File: src/rtl/pipeline_pkg.sv
// Shared state type and constants for the pipeline control slice.
package pipeline_pkg;

    typedef enum logic [1:0] {
        RUN,
        HALT,
        RESUME
    } pctl_state_t;

    localparam logic [4:0]  REG_ZERO  = 5'd0;
    localparam logic [31:0] NOP_INSTR = 32'h0000_0000;

endpackage

File: src/rtl/pipeline_ctrl_hazard_detect.sv
// Load-use hazard check between the ID instruction and a load in EX.
module hazard_detect
    import pipeline_pkg::*;
(
    input  logic [4:0] id_rs,
    input  logic [4:0] id_rt,
    input  logic       id_uses_rs,
    input  logic       id_uses_rt,
    input  logic       ex_mem_read,
    input  logic [4:0] ex_rt,
    output logic       lu
);

    logic rs_hit;
    logic rt_hit;

    assign rs_hit = id_uses_rs && (id_rs == ex_rt);
    assign rt_hit = id_uses_rt && (id_rt == ex_rt);
    assign lu     = ex_mem_read && (ex_rt != REG_ZERO) && (rs_hit || rt_hit);

endmodule

File: src/rtl/pipeline_ctrl.sv
// Pipeline sequencer: hazard stalls, wrong-path flushes, halt/resume
// freeze and statistics counters.
module pipeline_ctrl
    import pipeline_pkg::*;
#(
    parameter int CNT_W = 32
) (
    input  logic             clk,
    input  logic             rst,
    input  logic [4:0]       id_rs,
    input  logic [4:0]       id_rt,
    input  logic             id_uses_rs,
    input  logic             id_uses_rt,
    input  logic             id_jump,
    input  logic             ex_mem_read,
    input  logic [4:0]       ex_rt,
    input  logic             ex_branch_taken,
    input  logic             wb_halt,
    input  logic             resume,
    output logic             pc_go,
    output logic             if_id_go,
    output logic             if_id_clear,
    output logic             id_ex_go,
    output logic             id_ex_clear,
    output logic             ex_mem_go,
    output logic             mem_wb_go,
    output logic             halted,
    output logic [CNT_W-1:0] cycle_cnt,
    output logic [CNT_W-1:0] stall_cnt,
    output logic [CNT_W-1:0] flush_cnt
);

    pctl_state_t state;
    pctl_state_t state_nx;
    logic        resume_q;
    logic        resume_rise;
    logic        lu;
    logic        do_stall;
    logic        do_flush;

    hazard_detect u_hazard (
        .id_rs       (id_rs),
        .id_rt       (id_rt),
        .id_uses_rs  (id_uses_rs),
        .id_uses_rt  (id_uses_rt),
        .ex_mem_read (ex_mem_read),
        .ex_rt       (ex_rt),
        .lu          (lu)
    );

    assign resume_rise = resume && !resume_q;

    always_ff @(posedge clk or posedge rst) begin
        if (rst) begin
            state    <= RUN;
            resume_q <= 1'b1;
        end else begin
            state    <= state_nx;
            resume_q <= resume;
        end
    end

    always_comb begin
        state_nx    = state;
        pc_go       = 1'b1;
        if_id_go    = 1'b1;
        if_id_clear = 1'b0;
        id_ex_go    = 1'b1;
        id_ex_clear = 1'b0;
        ex_mem_go   = 1'b1;
        mem_wb_go   = 1'b1;
        do_stall    = 1'b0;
        do_flush    = 1'b0;
        halted      = (state == HALT);

        unique case (state)
            RUN:     if (wb_halt) state_nx = HALT;
            HALT:    if (resume_rise) state_nx = RESUME;
            RESUME:  state_nx = RUN;
            default: state_nx = RUN;
        endcase

        if (state == HALT) begin
            pc_go     = 1'b0;
            if_id_go  = 1'b0;
            id_ex_go  = 1'b0;
            ex_mem_go = 1'b0;
            mem_wb_go = 1'b0;
        end else if (ex_branch_taken) begin
            if_id_clear = 1'b1;
            id_ex_clear = 1'b1;
            do_flush    = 1'b1;
        end else if (lu) begin
            pc_go       = 1'b0;
            if_id_go    = 1'b0;
            id_ex_clear = 1'b1;
            do_stall    = 1'b1;
        end else if (id_jump) begin
            if_id_clear = 1'b1;
            do_flush    = 1'b1;
        end

        // Load zeros into every buffer while reset is held.
        if (rst) begin
            pc_go       = 1'b0;
            if_id_go    = 1'b1;
            if_id_clear = 1'b1;
            id_ex_go    = 1'b1;
            id_ex_clear = 1'b1;
            ex_mem_go   = 1'b1;
            mem_wb_go   = 1'b1;
        end
    end

    always_ff @(posedge clk or posedge rst) begin
        if (rst) begin
            cycle_cnt <= '0;
            stall_cnt <= '0;
            flush_cnt <= '0;
        end else begin
            if (state != HALT) cycle_cnt <= cycle_cnt + CNT_W'(1);
            if (do_stall)      stall_cnt <= stall_cnt + CNT_W'(1);
            if (do_flush)      flush_cnt <= flush_cnt + CNT_W'(1);
        end
    end

endmodule

File: config.mk
export PLATFORM = sky130hd
export DESIGN_NAME = pipeline_ctrl
export DESIGN_NICKNAME = d
export VERILOG_FILES = /design/src/rtl/pipeline_pkg.sv /design/src/rtl/pipeline_ctrl_hazard_detect.sv /design/src/rtl/pipeline_ctrl.sv
export SDC_FILE = /design/constraint.sdc
export NUM_CORES = 1
export LEC_CHECK = 0
export CAP_MARGIN = 40
export CORE_ASPECT_RATIO = 0.9
export CORE_UTILIZATION = 44
export DETAILED_ROUTE_END_ITERATION = 16
export GPL_TIMING_DRIVEN = 0
export PLACE_DENSITY = 0.8
export SLEW_MARGIN = 20
export SYNTH_ARGS = -nofsm -noshare
export SYNTH_HDL_FRONTEND = slang
export SYNTH_SLANG_ARGS = --single-unit
File: constraint.sdc
create_clock -name clk -period 7.2 [get_ports clk]
set_clock_uncertainty 0.1 [all_clocks]
set_input_delay 2.16 -clock clk [delete_from_list [all_inputs] [get_ports clk]]
set_output_delay 2.16 -clock clk [all_outputs]
set_load 0.03 [all_outputs]
======== Yosys cells after proc, flatten, opt, wreduce, memory -nomap -nowiden ========
Cells that the tools add are included.
W data, S select, Z words.
word-level totals
  flip-flop bits (word level) ............. 99
  input bits .............................. 24
cells by class
  add/sub/neg operators ................... 3
  eq/ne operators ......................... 6
  mux-type cells .......................... 21
  reduce and logical (&&, ||, !) cells .... 10
operators with widths
  cell                     number
  $add A32 B1 Y32 const B  3
  $mux W1                  18
  $eq A5 B5 Y1             2
  $logic_and A1 B1 Y1      5
  $reduce_bool A5 Y1       1
  $mux W2                  2
  $ne A2 B1 Y1 const B     2
  $pmux W2 S2              1
  $eq A2 B1 Y1 const B     1
  $logic_not A2 Y1         1
  $ne A2 B2 Y1 const B     1
  $reduce_and A2 Y1        1
  $logic_not A1 Y1         1
  $logic_or A1 B1 Y1       1

======== Logic depth before layout (Yosys ltp) ========
Gate-level depths: netlist of run 1.
  word-level depth ........................ 8
  gate-level depth with buffers ........... 7
  mapped depth without buffers ............ 7

======== Hierarchy ========
Synthesis of run 1 repeated with hierarchy kept, for this count alone.
unflattened totals
  cell total of the unflattened synthesis .. 418
  area total of the unflattened synthesis .. 4619.4 um^2
modules (own cells, without submodules)
  module         times used  cells each  area each (um^2)  sequential area each (um^2)
  pipeline_ctrl  1           401         4485.6            2478.6
  hazard_detect  1           17          133.9             0.0

======== Worst setup path after synthesis of run 1 ========
OpenSTA, ideal clock, no wires.
  path type ............................... input-to-output
  from .................................... in rst
  to ...................................... out id_ex_go
  arrival time ............................ 5493 ps
  required time ........................... 4940 ps
  setup slack ............................. -553 ps
  cell stages on the path ................. 3
  path buffers ............................ 1
  path through ............................ inv_1 -> nand2_1 -> buf_4
between the ends
  longest elaborated chain between the ends .. 1
RTL lines
  item             line                 RTL
  start, declared  pipeline_ctrl.sv:9   input logic rst,
  $mux W1          n/a
  end, declared    pipeline_ctrl.sv:23  output logic id_ex_go,
No other way between the ends.

======== Final worst setup path of run 1 ========
  from .................................... in ex_rt[1]
  to ...................................... out if_id_clear
between the ends
  longest elaborated chain between the ends .. 8
  elaborated cells between the ends (all ways) .. 12
  classes of those cells .................. eq/ne (2); mux (4); reduce/logical (6)
RTL lines
  item                                           line                                                                  RTL
  start, declared                                pipeline_ctrl.sv:16                                                   input logic [4:0] ex_rt,
  $eq A5 B5 Y1, on equally long branches         pipeline_ctrl_hazard_detect.sv:17, pipeline_ctrl_hazard_detect.sv:18
  $logic_and A1 B1 Y1, on equally long branches  pipeline_ctrl_hazard_detect.sv:17, pipeline_ctrl_hazard_detect.sv:18
  $logic_or A1 B1 Y1                             pipeline_ctrl_hazard_detect.sv:19                                     assign lu = ex_mem_read && (ex_rt != REG_ZERO) && (rs_hit || rt_hit);
  $logic_and A1 B1 Y1 *                          pipeline_ctrl_hazard_detect.sv:19
  $mux W1 *                                      pipeline_ctrl.sv:93                                                   end else if (lu) begin
  $mux W1 *                                      pipeline_ctrl.sv:89                                                   end else if (ex_branch_taken) begin
  $mux W1 *                                      pipeline_ctrl.sv:83                                                   if (state == HALT) begin
  $mux W1 *                                      pipeline_ctrl.sv:104                                                  if (rst) begin
  end, declared                                  pipeline_ctrl.sv:22                                                   output logic if_id_clear,
Every way passes the cells marked *; elsewhere a longest branch is shown, timed or not.

==> flow_summary.toml, run 1 <==
[place]
dpl_worst_slack_ps = 115
dpl.cell_count = 699
routabilityCongestion = 0.859
post-dp-hpwl_um = 8280
portBuffers = 127

[detailed_routing]
via_per_inst = 5.28
ant_nets = 0
dr.pass1.iters = 6
drt_wl_total_um = 11200
drtIter0Drc = 179
drc = 0
wire_per_inst_um = 15.8
vias = 3769

[sta]
fmax_mhz = 140
grt_setup_unrepaired = "false"
fin_crit_ps = 7140
relSlewSlack_pct = 58.0
setup_viol = 0
hold_viol = 0
tightestPinTransition_ps = 630
finalMaxSlewViolations = 0
finalSetupTns_ps = 0
fin_ws_ps = 57.3
period_share_pct = 99.2

[finish]
final_nets = 608
stdcell_count = 714
antennaDiodeCount = 0
final_common_cell = "clkdlybuf4s50_1"
syn_to_final_growth_pct = 38.9
seqCellArea_um2 = 2480
final_cell_mix = "clkdlybuf4s50_1, dfrtp_1, xnor2_1"
num-fill-cells = 843
drive_above_1_share_pct = 5.98
multiInputGateArea_um2 = 2090

[grt]
grtUsageMet1_pct = 28.0
met2_usage_pct = 34.1
antenna_found_initial = 0
grt_pass1_wl_um = 18500
grtUsageMet3_pct = 4.45
grt.total_usage_pct = 21.0
grt_remaining_overflow = 0
grt_max_degree = 35
grt_pass1_vias = 3656
grt-busiest-layer = "met2"

[logic_synthesis]
yosysTopAreaCell = "dfrtp_1"
synth_flop_cell = "dfrtp_1"
synth_top_area_share_pct = 52.6
synth_cells = 440
synth-seq-cells = 99
yosysSeqAreaShare_pct = 53.2
ys_warn_count = 0
synth.avg_cell_area_um2 = 10.6
synth_fp_nets = 467
syn_area_um2 = 4660
synthArstFlopShare_pct = 100
synth_cell_types = 37
yosys-top-cells-area = "dfrtp_1, xnor2_1, xor2_1"
synth_edf_count = 0

[power]
p_seq_share_pct = 44.8
clkPwrFrac_pct = 32.8
p_int_mw = 1.03
p_sw_share_pct = 30.3
p_switching_mw = 0.445
power_density_nw_per_um2 = 227
comb_power_share_pct = 22.4
ir_worst_vdd_mv = 0.234
leakage_nw = 2.80

[critical_path]
worstSetupPathType = "in -> out"
start_kind = "primary input"
worstPathArrival_ps = 4880
rr_startpoint = "stall_cnt[3]"
crit_buf_inv = 3
crit_path_end_kind = "output pin"
crit_fanout = 10
required_ps = 4940
cpMostUsedCell = "clkdlybuf4s50_1"
critPathSlowestCell = "clkdlybuf4s50_1"
crit_start = "ex_rt[1]"
crit_path_max_incr_delay_ps = 710
cp_top_family = "buffers and inverters"
crit_chain = "clkdlybuf4s50_1, or4_1, o21a_1, nor2b_4, o2bb2ai_2, buf_6, o21ai_0, clkdlybuf4s50_1"

[clock_tree]
insertion_delay_ps = 340
cts_max_path_buffers = 2
cts-buffers-inserted = 9
cts_setup_buffers = 0
cts_hold_buffers = 0
cts_tree = "yes"
htreeDepth = 3
clk_pin_slew_worst_paths_ps = 60
root_buffer = "clkbuf_16"
clock-sinks = 99

[die]
die_h_um = 99.7
pin_count = 128
die_area_um2 = 11000
die_w_um = 111
start_util_pct = 45.3
row_count = 35
core_um2 = 10300

[hold_path]
worstHoldStart = "state[1]"
hold_class = "reg -> reg"

[flow_run]
cap_violations = 0

[status]
status = "finished, final reports clean"
[layout make-up]
class	instances	area share, %
Buffer	11	0.947
Clock buffer	11	3.90
Clock inverter	4	0.773
Inverter	11	0.696
Multi-Input combinational cell	319	32.2
Sequential cell	99	38.3
Tap cell	129	2.49
Timing Repair Buffer	130	20.7
[cell families after synthesis]
kind of cell | synth area share, %
AOI/OAI and AO/OA | 1.45
adders and majority gates | 0.805
buffers and inverters | 2.20
xor gates and xnor gates | 19.4
and+or+nand+nor | 22.8
muxes | 0.242
DFF | 53.2
[per-layer routing]
metal / vias to the layer above / wire (um) / part of all wire (%)
met5: - / 0 / 0
met4: 0 / 226 / 2.0
met3: 17 / 471 / 4.2
met2: 96 / 5490 / 49
met1: 1855 / 5060 / 45
li1: 1801 / - / -
[worst register-to-register path, stage by stage, from the launching register on]
cell and delay, ps:
dfrtp_1 440, nand4_1 210, nor4_2 480, and3_1 210, buf_2 150, nand3_2 180
nor4_1 440, xor2_1 180
[path summary, 6_finish.rpt]
path | end | slack, ps | cells past startpoint
min | state[0] | 320 | 1
max reg2reg | stall_cnt[31] | 4730 | 7
max | if_id_clear | 60 | 8
min reg2reg | state[0] | 320 | 1
min in group asynchronous | stall_cnt[21] | 2140 | 2
max in group asynchronous | resume_q | 4080 | 4
[state kept, by name, indices dropped and copies added, names as in the netlist]
register / cells
stall_cnt: 32
flush_cnt: 32
cycle_cnt: 32
resume_q: 1
state: 2
[repair_timing]
item / 4_1_cts / 5_1_grt
resized for setup: 0 / 1
endpoints found under the hold margin: 0 / 0
endpoints found under the setup margin: 0 / 2
[stage by stage]
stage / power [mW] / util [%] / hold slack [ps] / cell area, um^2
global route: 1.53 / 62.9 / 354 / 6470
CTS: 1.49 / 62.9 / 329 / 6470
detailed placement: 0.997 / 59.9 / 320 / 6170
floorplan: 0.843 / - / 294 / 4670
global placement: 0.980 / 59.3 / 305 / 6100
finish: 1.47 / 62.9 / 325 / 6470
[power groups by stage]
stage               Clock (mW)  Sequential, mW  Combinational (mW)
detailed placement           0           0.667               0.330
CTS                      0.495           0.658               0.332
global route             0.518           0.666               0.351
floorplan                    0           0.729               0.114
finish                   0.483           0.658               0.329
global placement             0           0.664               0.317
[cells in the mapped netlist, types with 3 or more instances]
cell      count
and3_1       20
buf_2         4
clkbuf_1      4
dfrtp_1      98
ha_1          3
inv_1        11
nand2_1      44
nand3_1      36
nand4_1      31
nor2_1       22
nor3_1       23
nor4_1       10
o21ai_0       4
xnor2_1      61
xor2_1       42
(Power assumes the default switching activity.)
==> run 2: changes to the inputs <==
--- a/config.mk
+++ b/config.mk
@@ -6,11 +6,13 @@
 export NUM_CORES = 1
 export LEC_CHECK = 0
 export CAP_MARGIN = 40
+export CELL_PAD_IN_SITES_DETAIL_PLACEMENT = 0
+export CELL_PAD_IN_SITES_GLOBAL_PLACEMENT = 2
 export CORE_ASPECT_RATIO = 0.9
-export CORE_UTILIZATION = 44
+export CORE_UTILIZATION = 30
 export DETAILED_ROUTE_END_ITERATION = 16
 export GPL_TIMING_DRIVEN = 0
-export PLACE_DENSITY = 0.8
+export PLACE_DENSITY = 0.86
 export SLEW_MARGIN = 20
 export SYNTH_ARGS = -nofsm -noshare
 export SYNTH_HDL_FRONTEND = slang
==> run 2 against run 1 <==
Net effect:
- sequential share of layout area is 0.79 points lower
- final cell count is 9.9% higher
- worst setup slack better by 190 ps
- largest power group unchanged
- utilization is 19 points lower
- highest routed layer unchanged
==> flow_summary.toml, run 2 (synthesis gave the netlist of run 1 again) <==
[grt]
grt_pass1_vias = 3769
grt.total_usage_pct = 15.7
grt_pass1_wl_um = 19700
grt_max_degree = 32
grt_remaining_overflow = 0
antenna_found_initial = 0

[critical_path]
start_kind = "primary input"
worstSetupPathType = "in -> out"
required_ps = 4940
crit_fanout = 10
crit_path_end_kind = "output pin"
worstPathArrival_ps = 4690

[sta]
fin_crit_ps = 6950
fmax_mhz = 144
grt_setup_unrepaired = "false"
period_share_pct = 96.6
hold_viol = 0
setup_viol = 0
relSlewSlack_pct = 57.9
tightestPinTransition_ps = 626
holdWs_ps = 320
finalMaxSlewViolations = 0

[die]
die_area_um2 = 16000
pin_count = 128
die_w_um = 133
row_count = 42
start_util_pct = 31.2
die_h_um = 120
core_um2 = 14900

[detailed_routing]
vias = 3710
drt_wl_total_um = 11900
drc = 0
drtIter0Drc = 187
via_per_inst = 4.73
wire_per_inst_um = 15.1
ant_nets = 0
dr.pass1.iters = 6

[place]
routabilityCongestion = 0.800
placed_cell_area_um2 = 6290
post-dp-hpwl_um = 8920
dpl.cell_count = 769
portBuffers = 127

[finish]
num-fill-cells = 1409
syn_to_final_growth_pct = 41.8
final_nets = 609
antennaDiodeCount = 0
final_common_cell = "clkdlybuf4s50_1"
final_cell_mix = "clkdlybuf4s50_1, dfrtp_1, xnor2_1"
reg.largest.list = "cycle_cnt: 32 flops, flush_cnt: 32 flops, stall_cnt: 32 flops"
final_core_util_pct = 44.3
stdcell_area_um2 = 6610
drive_above_1_share_pct = 5.79
stdcell_count = 785

[power]
p_total_mw = 1.50
leakage_nw = 2.83
p_switching_mw = 0.449
ir_worst_vdd_mv = 0.123
clkPwrFrac_pct = 34.3
p_seq_share_pct = 43.8
comb_power_share_pct = 21.9
p_int_mw = 1.05
p_sw_share_pct = 29.8
power_density_nw_per_um2 = 227

[clock_tree]
insertion_delay_ps = 350
htreeDepth = 3
cts_max_path_buffers = 2
cts_hold_buffers = 0
cts-buffers-inserted = 9
cts_tree = "yes"
root_buffer = "clkbuf_16"
clock-sinks = 99
clk_pin_slew_worst_paths_ps = 60

[flow_run]
cap_violations = 0

[hold_path]
hold_class = "reg -> reg"

[status]
status = "finished, final reports clean"
[run 2: cell types whose count changed in the layout (fill, tap and decap cells not counted)]
cell             delta
clkbuf_1            +3
clkinvlp_4          -2
buf_12              -1
bufinv_16           +1
clkdlybuf4s50_1     -1
buf_16              +2
clkbuf_8            -1
dlymetal6s2s_1      +1
[run 2: metal layers]
| metal | share of wire, % | global-route usage (%) | wire, um |
|---|---|---|---|
| met5 | 0 | 0 | 0 |
| met4 | 1.3 | 5.54 | 149 |
| met3 | 4.2 | 3.06 | 498 |
| met2 | 47 | 24.7 | 5580 |
| met1 | 48 | 21.4 | 5650 |
[run 2: critical path, cell delays in order]
cell and delay (ps):
clkdlybuf4s50_1 470, or4_1 550, o21a_1 260, nand2_1 300
nor2_1 90, nor3_1 150, clkdlybuf4s50_1 700
[run 2: area by class of cell]
class / instances / area [um^2] / area share (%)
flip-flops and latches: 99 / 2480 / 37.5
multi-input cells: 319 / 2090 / 31.6
repair buffers: 131 / 1380 / 20.8
clock buffers: 13 / 250 / 3.79
well taps: 198 / 248 / 3.75
clock inverters: 3 / 65.1 / 0.984
plain buffers: 11 / 61.3 / 0.927
inverters: 11 / 45.0 / 0.681
[run 2: worst paths after layout]
kind / slack [ps] / cells after the start / from / endpoint
hold / removal: 320 / 1 / state[1] / state[0]
setup / recovery: 250 / 7 / ex_rt[1] / pc_go
hold reg to reg: 320 / 1 / state[1] / state[0]
max in group asynchronous: 4140 / 5 / rst / cycle_cnt[20]
setup reg to reg: 4740 / 7 / stall_cnt[4] / stall_cnt[31]
min in group asynchronous: 2070 / 2 / rst / stall_cnt[28]
[run 2: what timing repair did]
action	4_1_cts	5_1_grt
endpoints found under the setup margin	0	3
buffers inserted	0	0
resized for setup	0	2
[run 2: per-stage QoR]
| stage | setup slack, ps | setup TNS, ps |
|---|---|---|
| floorplan | 408 | 0 |
| global placement | -1060 | -5770 |
| detailed placement | 111 | 0 |
| CTS | 78.8 | 0 |
| global route | 123 | 0 |
| finish | 248 | 0 |
[run 2: power groups by stage]
stage,Combinational (mW),Sequential [mW],Clock [mW]
floorplan,0.114,0.729,0
global placement,0.322,0.664,0
detailed placement,0.334,0.668,0
CTS,0.335,0.658,0.537
global route,0.356,0.665,0.558
finish,0.329,0.658,0.516
==> run 3: changes to the inputs <==
--- a/config.mk
+++ b/config.mk
@@ -10,9 +10,11 @@
 export CELL_PAD_IN_SITES_GLOBAL_PLACEMENT = 2
 export CORE_ASPECT_RATIO = 0.9
 export CORE_UTILIZATION = 30
+export CTS_CLUSTER_DIAMETER = 40
 export DETAILED_ROUTE_END_ITERATION = 16
 export GPL_TIMING_DRIVEN = 0
 export PLACE_DENSITY = 0.86
+export RECOVER_POWER = 50
 export SLEW_MARGIN = 20
 export SYNTH_ARGS = -nofsm -noshare
 export SYNTH_HDL_FRONTEND = slang
==> run 3 against run 2 <==
Net effect:
- worst hold slack about the same
- largest cell class unchanged
- critical path depth did not move
- utilization fell by 0.32 points
- register-to-register slack hardly changed
- first-iteration DRC count rose by 13%
- count of clock-buffer cells in the layout is the same
- die area unchanged
- worst setup slack improved by 5.3 ps
- highest routed layer unchanged
- sequential share of layout area increased by 0.27 points
==> flow_summary.toml, run 3 (synthesis gave the netlist of run 1 again) <==
[critical_path]
worstSetupPathDepth = 7
crit_buf_inv = 2
crit_path_max_incr_delay_ps = 700
cp_top_family = "buffers and inverters"
worstPathArrival_ps = 4690
worstSetupPathType = "in -> out"
crit_path_end_kind = "output pin"
crit_chain = "clkdlybuf4s50_1, or4_1, o21a_1, nand2_1, nor2_1, nor3_1, clkdlybuf4s50_1"
start_kind = "primary input"
crit_fanout = 10
critPathSlowestCell = "clkdlybuf4s50_1"
required_ps = 4940
reg2reg_depth = 7
cpMostUsedCell = "clkdlybuf4s50_1"

[finish]
final_common_cell = "clkdlybuf4s50_1"
final_nets = 609
stdcell_area_um2 = 6560
reg.largest.list = "cycle_cnt: 32 flops, flush_cnt: 32 flops, stall_cnt: 32 flops"
num-fill-cells = 1416
final_cell_mix = "clkdlybuf4s50_1, dfrtp_1, xnor2_1"
antennaDiodeCount = 0
drive_above_1_share_pct = 5.45
syn_to_final_growth_pct = 40.8

[die]
row_count = 42
pin_count = 128
start_util_pct = 31.2
core_um2 = 14900
die_h_um = 120
die_w_um = 133
die_area_um2 = 16000

[place]
routabilityCongestion = 0.800
portBuffers = 127
placed_cell_area_um2 = 6290
post-dp-hpwl_um = 8920

[sta]
period_share_pct = 96.5
fmax_mhz = 144
grt_setup_unrepaired = "false"
fin_crit_ps = 6950
tightestPinTransition_ps = 1220
relSlewSlack_pct = 18.3
finalMaxSlewViolations = 0
setup_viol = 0
finalSetupTns_ps = 0
hold_viol = 0

[power]
p_int_mw = 1.05
clkPwrFrac_pct = 34.4
ir_worst_vdd_mv = 0.124
p_seq_share_pct = 43.8
comb_power_share_pct = 21.7
power_density_nw_per_um2 = 229
leakage_nw = 2.84
p_switching_mw = 0.449
p_sw_share_pct = 29.9

[grt]
antenna_found_initial = 0
grt_max_degree = 32
grt_remaining_overflow = 0
grt.total_usage_pct = 15.7
grt_pass1_wl_um = 19700
grt_pass1_vias = 3769

[detailed_routing]
drt_wl_total_um = 11900
wire_per_inst_um = 15.1
drtIter0Drc = 211
via_per_inst = 4.75
dr.pass1.iters = 4
ant_nets = 0
vias = 3729
drc = 0

[clock_tree]
htreeDepth = 3
cts-buffers-inserted = 9
cts_tree = "yes"
cts_hold_buffers = 0
insertion_delay_ps = 350
root_buffer = "clkbuf_16"
cts_max_path_buffers = 2
clk_pin_slew_worst_paths_ps = 60
clock-sinks = 99

[hold_path]
min_path_cells = 1
hold_class = "reg -> reg"

[status]
status = "finished, final reports clean"

[flow_run]
cap_violations = 0
## run 3: layout make-up
type	count	area [um^2]	share of cell area (%)
multi-input cells	319	2090	31.8
repair buffers	131	1330	20.2
well taps	198	248	3.77
plain buffers	11	61.3	0.934
clock inverters	3	65.1	0.991
clock buffers	13	250	3.81
flip-flops and latches	99	2480	37.8
inverters	11	45.0	0.686
## run 3: worst paths after layout
check | start | end | slack, ps
worst min-delay path | state[1] | state[0] | 320
min in group asynchronous | rst | stall_cnt[28] | 2190
max in group asynchronous | rst | cycle_cnt[20] | 2460
worst max-delay path | ex_rt[1] | pc_go | 250
worst min register to register | state[1] | state[0] | 320
worst max register to register | stall_cnt[4] | stall_cnt[31] | 4740
## run 3: repair_timing
item                                    4_1_cts  5_1_grt
setup buffers                                 0        0
gates resized for setup                       0        2
endpoints found under the hold margin         0        0
endpoints found under the setup margin        0        3
## run 3: per-layer routing
| metal | track usage (%) | share of wire [%] |
|---|---|---|
| met5 | 0 | 0 |
| met2 | 24.7 | 47 |
| met1 | 21.4 | 48 |
| met3 | 3.06 | 4.3 |
| met4 | 5.54 | 1.2 |
## run 3: metrics by stage
step / utilization, % / total power [mW] / std cells / setup WS (ps) / hold slack (ps)
global placement: 41.4 / 0.986 / 765 / -1060 / 307
floorplan: - / 0.843 / 440 / 408 / 294
finish: 44.0 / 1.50 / 785 / 254 / 320
detailed placement: 42.1 / 1.00 / 769 / 111 / 318
CTS: 44.2 / 1.53 / 785 / 78.8 / 327
global route: 44.0 / 1.57 / 785 / 123 / 354
## run 3: power by group through the flow
stage	logic [mW]	registers (mW)	clock network [mW]
6_report	0.326	0.658	0.517
5_1_grt	0.352	0.665	0.558
4_1_cts	0.335	0.658	0.537
3_5_place_dp	0.334	0.668	0
3_3_place_gp	0.322	0.664	0
2_1_floorplan	0.114	0.729	0
